### src/rtl/load_store_unit.sv
// Load/store stage: turns an ALU byte address plus rs2 data into a word-addressed
// req/ack memory access. Stores get lane-replicated data and byte strobes. Loads get
// an aligned, sign- or zero-extended result. Faults: misaligned, illegal width, timeout.
module load_store_unit #(
  parameter int TIMEOUT_CYCLES = 255
) (
  input  logic        clk,
  input  logic        reset,
  input  logic        start,
  input  logic        is_store,
  input  logic [2:0]  funct3,
  input  logic [31:0] addr,
  input  logic [31:0] store_data,
  output logic        busy,
  output logic        done,
  output logic [31:0] load_data,
  output logic        fault,
  output logic [1:0]  fault_cause,
  output logic        mem_req,
  output logic        mem_we,
  output logic [31:0] mem_addr,
  output logic [31:0] mem_wdata,
  output logic [3:0]  mem_wstrb,
  input  logic        mem_ack,
  input  logic [31:0] mem_rdata
);

  localparam int CW = $clog2(TIMEOUT_CYCLES + 1);

  typedef enum logic [1:0] {
    S_IDLE,
    S_REQ,
    S_RESP
  } state_t;

  state_t      state_q, state_d;
  logic        is_store_q, is_store_d;
  logic [2:0]  funct3_q, funct3_d;
  logic [31:0] addr_q, addr_d;
  logic [31:0] wdata_q, wdata_d;
  logic [3:0]  wstrb_q, wstrb_d;
  logic [CW-1:0] cnt_q, cnt_d;
  logic [31:0] load_data_q, load_data_d;
  logic        fault_q, fault_d;
  logic [1:0]  cause_q, cause_d;

  logic        req_illegal;
  logic        req_misaligned;
  logic [31:0] req_wdata;
  logic [3:0]  req_wstrb;
  logic [31:0] rdata_shift;
  logic [31:0] load_ext;

  // Decode the incoming request: legality, alignment and store lane placement.
  always_comb begin
    req_illegal    = 1'b0;
    req_misaligned = 1'b0;
    req_wdata      = store_data;
    req_wstrb      = 4'b0000;
    if (is_store) begin
      req_illegal = !(funct3 == 3'b000 || funct3 == 3'b001 || funct3 == 3'b010);
    end else begin
      req_illegal = !(funct3 == 3'b000 || funct3 == 3'b001 || funct3 == 3'b010 ||
                      funct3 == 3'b100 || funct3 == 3'b101);
    end
    case (funct3[1:0])
      2'b01:   req_misaligned = addr[0];
      2'b10:   req_misaligned = (addr[1:0] != 2'b00);
      default: req_misaligned = 1'b0;
    endcase
    if (is_store) begin
      case (funct3[1:0])
        2'b00: begin
          req_wdata = {4{store_data[7:0]}};
          req_wstrb = 4'b0001 << addr[1:0];
        end
        2'b01: begin
          req_wdata = {2{store_data[15:0]}};
          req_wstrb = 4'b0011 << addr[1:0];
        end
        default: begin
          req_wdata = store_data;
          req_wstrb = 4'b1111;
        end
      endcase
    end
  end

  // Pull the addressed byte/half down to bit 0 and extend it per the latched width.
  always_comb begin
    rdata_shift = mem_rdata >> {addr_q[1:0], 3'b000};
    case (funct3_q)
      3'b000:  load_ext = {{24{rdata_shift[7]}}, rdata_shift[7:0]};
      3'b001:  load_ext = {{16{rdata_shift[15]}}, rdata_shift[15:0]};
      3'b100:  load_ext = {24'b0, rdata_shift[7:0]};
      3'b101:  load_ext = {16'b0, rdata_shift[15:0]};
      default: load_ext = rdata_shift;
    endcase
  end

  // Next-state logic: check on the start edge, wait for ack or timeout, pulse done.
  always_comb begin
    state_d     = state_q;
    is_store_d  = is_store_q;
    funct3_d    = funct3_q;
    addr_d      = addr_q;
    wdata_d     = wdata_q;
    wstrb_d     = wstrb_q;
    cnt_d       = cnt_q;
    load_data_d = load_data_q;
    fault_d     = fault_q;
    cause_d     = cause_q;
    case (state_q)
      S_IDLE: begin
        if (start) begin
          is_store_d  = is_store;
          funct3_d    = funct3;
          addr_d      = addr;
          wdata_d     = req_wdata;
          wstrb_d     = req_wstrb;
          cnt_d       = '0;
          load_data_d = 32'h0;
          fault_d     = 1'b0;
          cause_d     = 2'b00;
          if (req_illegal) begin
            fault_d = 1'b1;
            cause_d = 2'b11;
            state_d = S_RESP;
          end else if (req_misaligned) begin
            fault_d = 1'b1;
            cause_d = 2'b01;
            state_d = S_RESP;
          end else begin
            state_d = S_REQ;
          end
        end
      end
      S_REQ: begin
        if (mem_ack) begin
          if (!is_store_q) begin
            load_data_d = load_ext;
          end
          cnt_d   = '0;
          state_d = S_RESP;
        end else if (cnt_q + CW'(1) == CW'(TIMEOUT_CYCLES)) begin
          cnt_d   = '0;
          fault_d = 1'b1;
          cause_d = 2'b10;
          state_d = S_RESP;
        end else begin
          cnt_d = cnt_q + CW'(1);
        end
      end
      S_RESP: state_d = S_IDLE;
      default: state_d = S_IDLE;
    endcase
  end

  // State and request registers with synchronous active-low reset.
  always_ff @(posedge clk) begin
    if (!reset) begin
      state_q     <= S_IDLE;
      is_store_q  <= 1'b0;
      funct3_q    <= 3'b000;
      addr_q      <= 32'h0;
      wdata_q     <= 32'h0;
      wstrb_q     <= 4'b0000;
      cnt_q       <= '0;
      load_data_q <= 32'h0;
      fault_q     <= 1'b0;
      cause_q     <= 2'b00;
    end else begin
      state_q     <= state_d;
      is_store_q  <= is_store_d;
      funct3_q    <= funct3_d;
      addr_q      <= addr_d;
      wdata_q     <= wdata_d;
      wstrb_q     <= wstrb_d;
      cnt_q       <= cnt_d;
      load_data_q <= load_data_d;
      fault_q     <= fault_d;
      cause_q     <= cause_d;
    end
  end

  assign busy        = (state_q != S_IDLE);
  assign done        = (state_q == S_RESP);
  assign load_data   = load_data_q;
  assign fault       = fault_q;
  assign fault_cause = cause_q;
  assign mem_req     = (state_q == S_REQ);
  assign mem_we      = (state_q == S_REQ) && is_store_q;
  assign mem_addr    = {addr_q[31:2], 2'b00};
  assign mem_wdata   = wdata_q;
  assign mem_wstrb   = (state_q == S_REQ) ? wstrb_q : 4'b0000;

endmodule

### config.mk
export PLATFORM = sky130hd
export DESIGN_NAME = load_store_unit
export DESIGN_NICKNAME = d
export VERILOG_FILES = /design/src/rtl/load_store_unit.sv
export SDC_FILE = /design/constraint.sdc
export NUM_CORES = 1
export LEC_CHECK = 0
export ABC_AREA = 1
export BUFFER_PORTS_ARGS = -buffer_cell sky130_fd_sc_hd__buf_2
export CAP_MARGIN = 30
export CORE_MARGIN = 8
export CORE_UTILIZATION = 49
export CTS_CLUSTER_SIZE = 24
export DETAILED_ROUTE_END_ITERATION = 8
export PLACE_DENSITY_LB_ADDON = 0.25
export REMOVE_ABC_BUFFERS = 1
export SETUP_SLACK_MARGIN = 0.15
export SYNTH_ARGS = -nofsm -noshare
export SYNTH_HDL_FRONTEND = slang
export SYNTH_SLANG_ARGS = --single-unit
### constraint.sdc
create_clock -name clk -period 1.85 [get_ports clk]
set_clock_uncertainty 0.15 [all_clocks]
set_input_delay 0.37 -clock clk [delete_from_list [all_inputs] [get_ports clk]]
set_output_delay 0.37 -clock clk [all_outputs]
set_load 0.05 [all_outputs]
==> summary.txt <==
status -> finished, violations left
failing checks -> negative setup slack
FMAX -> 520.9 MHz
wire length per cell -> 15.38 um
mux contribution to synthesized area -> 1.198%
worst hold margin -> 0.02618 ns
Setup CP Type -> flop to output pin
Clock transition at path regs -> 0.05 ns
LEAKAGE -> 3.745 nW
CP max-delay cell -> dfxtp_2
count of pins over their slew limit -> 0
sw frac -> 32.21%
TritonCTS clock tree -> built
largest family of logic cells by synthesized area -> simple AND/OR/NAND/NOR gates
DRC violations left -> 0
Finished Layout Cells -> 1163
DP Area -> 0.006875 mm2
Gate power share -> 25.7%
CTS H-tree depth -> 4
Final Cell Area -> 0.007964 mm2
Sw Pwr -> 0.002760 W
placed insts -> 1111
Worst path depth -> 5
die footprint -> 0.01569 mm2
count of different cell masters after synthesis -> 37
Vias -> 6063
Worst-Skew Late Latency -> 0.41 ns
MaxCap Viol Count -> 0
CP max stage delay -> 0.33 ns
Post-synth EDFFs -> 0
CP arrival -> 1.40 ns
internal cell power -> 0.005810 W
Hold WC Path Type -> primary input to flop
CP cell instances -> inv_2 > nor2_4 > inv_6 > nor2_4 > buf_6
Synth Area in Simple Gates -> 26.47%
largest net degree at the start of global routing -> 52
critical path capture point type -> output pin
RSZ-0062 raised after global routing -> yes
reg2reg setup slack -> 0.03 ns
post-layout min period -> 1.920 ns
top-level I/O count -> 211
global-route wire length before repair -> 27460 um
flops & latches, synth -> 117
clock tree buffer depth -> 2
Pre-Repair DR Iteration Count -> 6
fraction of layout cells with a size suffix above 1 -> 36.71%
XOR/XNOR Fraction of Synth Area -> 0.1498%
port bufs -> 208
endpoints failing setup -> 5
Die Y -> 125.2 um
Sink Count -> 117
die width -> 125.2 um
vias in the first global route -> 5670
Post-Syn Instances -> 807
Final Cycle Share -> 103.8%
VDD IR max -> 0.0006444 V
maximum fanout along the worst path -> 7
Main synth FF type -> dfxtp_1
root buffer cell -> clkbuf_16
FF-to-FF path depth -> 10
Post-CTS Hold Buffers -> 0
Fin Setup TNS -> -0.1054 ns
Nets -> 1112
Req. time, crit path -> 1.33 ns
Core ar. -> 0.01181 mm2
1st-iter DRT viols -> 428
Synth Warn # -> 0
Vias/cell -> 5.213
ys async rst share -> 0%
Hold Crit Depth -> 3
global placement routability congestion -> 0.8888
initial antenna violation count -> 2
CP delay by family, top -> flip-flops
Post-Syn Area per Cell -> 7.247 um2
Hold Vio Cnt, Final -> 0
Post-Syn Area -> 0.005848 mm2
register share of total power -> 33.3%
grt total ovfl -> 0
Routed WL -> 17890 um
fillcell total -> 1009
Clock Power Share -> 41.0%
DP HPWL -> 12190 um
Startpoint Class -> flop
n_diodes -> 0
CP most frequent cell -> nor2_4
post-route ant nets -> 0
adder-cell area share of the yosys netlist -> 1.070%
Worst Path Buf+Inv -> 3
Total Power -> 0.008570 W
final setup margin -> -0.06984 ns
post-synthesis compound-gate area fraction -> 19.13%
initial core utilization -> 49.51%
area grow syn2layout -> 36.18%
Tot GR Track Use -> 21.26%
Cell Rows -> 40
CTS Buf Count -> 17
sequential fraction of the synthesis area -> 40.05%
PwrDens -> 1076 mW/mm2
-- cells in the mapped netlist (3+ instances only) --
cell	instances	share of area, %
o211ai_1	9	1.2
dfxtp_1	117	40
o21ai_1	4	0.34
inv_1	33	2.1
ha_1	5	1.1
a21oi_2	12	1.8
inv_2	11	0.71
o31ai_1	7	0.90
nor2_4	6	1.2
buf_2	18	1.5
nand4_1	3	0.32
o21ai_2	4	0.60
nand2_2	13	1.4
nor2_1	108	6.9
a21oi_1	85	7.3
nand3_1	53	4.5
buf_6	6	1.2
o21ai_0	74	6.3
clkbuf_1	20	1.3
buf_4	39	5.0
nand2_1	149	9.6
mux2i_1	7	1.2
or2_1	3	0.32
nand2_4	3	0.58
-- cells by family (layout without fill, tap and decap cells) --
logic type,after synthesis,after routing
AND/OR/NAND/NOR,348,349
multiplexers,7,7
buffers and inverters,128,335
flip-flops,117,117
XOR/XNOR,1,1
AO/OA/AOI/OAI,200,200
adder cells (fa/ha/maj),5,5
other,1,2
-- power groups by stage --
stage               logic, W  clock network (W)  registers (W)
detailed placement   0.00201                  0        0.00288
global route         0.00238            0.00369        0.00287
global placement     0.00200                  0        0.00288
CTS                  0.00207            0.00357        0.00284
floorplan           0.000745                  0        0.00347
finish               0.00220            0.00351        0.00285
-- cell type report --
cell class                      count  area [um2]  share of cell area [%]
Clock inverter                      8       145.1                   1.822
Multi-Input combinational cell    564        2977                   37.38
Tap cell                          147       183.9                   2.309
Timing Repair Buffer              259        1632                   20.49
Inverter                           44       185.2                   2.325
Clock buffer                       24       491.7                   6.174
Sequential cell                   117        2350                   29.51
-- repair_timing --
action / CTS / global route
setup buffers: 7 / 10
pin swaps: 3 / 15
setup endpoints to repair: 29 / 97
gates cloned: 0 / 3
gates resized for setup: 38 / 41
-- placed cells by master (no fill, tap or decap), drive strengths merged --
cell type    n
inv         44
nand3b       1
clkbuf      25
o21ai       82
nor3         1
and2         2
clkinv       2
dfxtp      117
mux2i        7
o21bai       1
or2          3
o211ai      10
nand2      165
ha           5
a21oi       97
a22oi        2
nand3       58
xor2         1
buf        258
bufinv       4
conb         2
nor2       116
nand4        3
o31ai        7
clkinvlp     2
o21a         1
-- final timing paths --
kind,from,end
setup / recovery,state_q[0],mem_we
hold / removal,addr[23],addr_q[23]
setup reg to reg,cnt_q[1],cnt_q[2]
hold reg to reg,load_data[25],load_data[25]
-- worst reg2reg max path: cells and delay by family, from the launching register on --
kind	cells	cell delay, ns
simple gates	8	0.85
flops	1	0.35
compound gates	1	0.19
fa+ha+maj	1	0.17
-- sequential cells by signal, indices dropped and copies added (netlist names) --
register / count
addr_q: 32
cnt_q: 8
fault: 1
fault_cause: 2
funct3_q: 3
is_store_q: 1
load_data: 32
mem_wdata: 32
state_q: 2
wstrb_q: 4
-- layer usage --
layer  up-vias  routed length (um)  track usage, %
met5         -                  28               0
met4         4                 392           7.665
met3        43                1925           10.33
met2       287                8101           32.73
met1      2710                7441           25.19
li1       3019                   -               -
-- through the flow --
stage	setup WS [ns]	util, %
after floorplan	-1.063	-
after global placement	0.07400	58.21
after detailed placement	0.04781	58.21
after CTS	-0.03665	65.13
after global routing	-0.1184	67.43
final	-0.06984	67.43
Note: power is estimated with default switching activity, not from simulation.
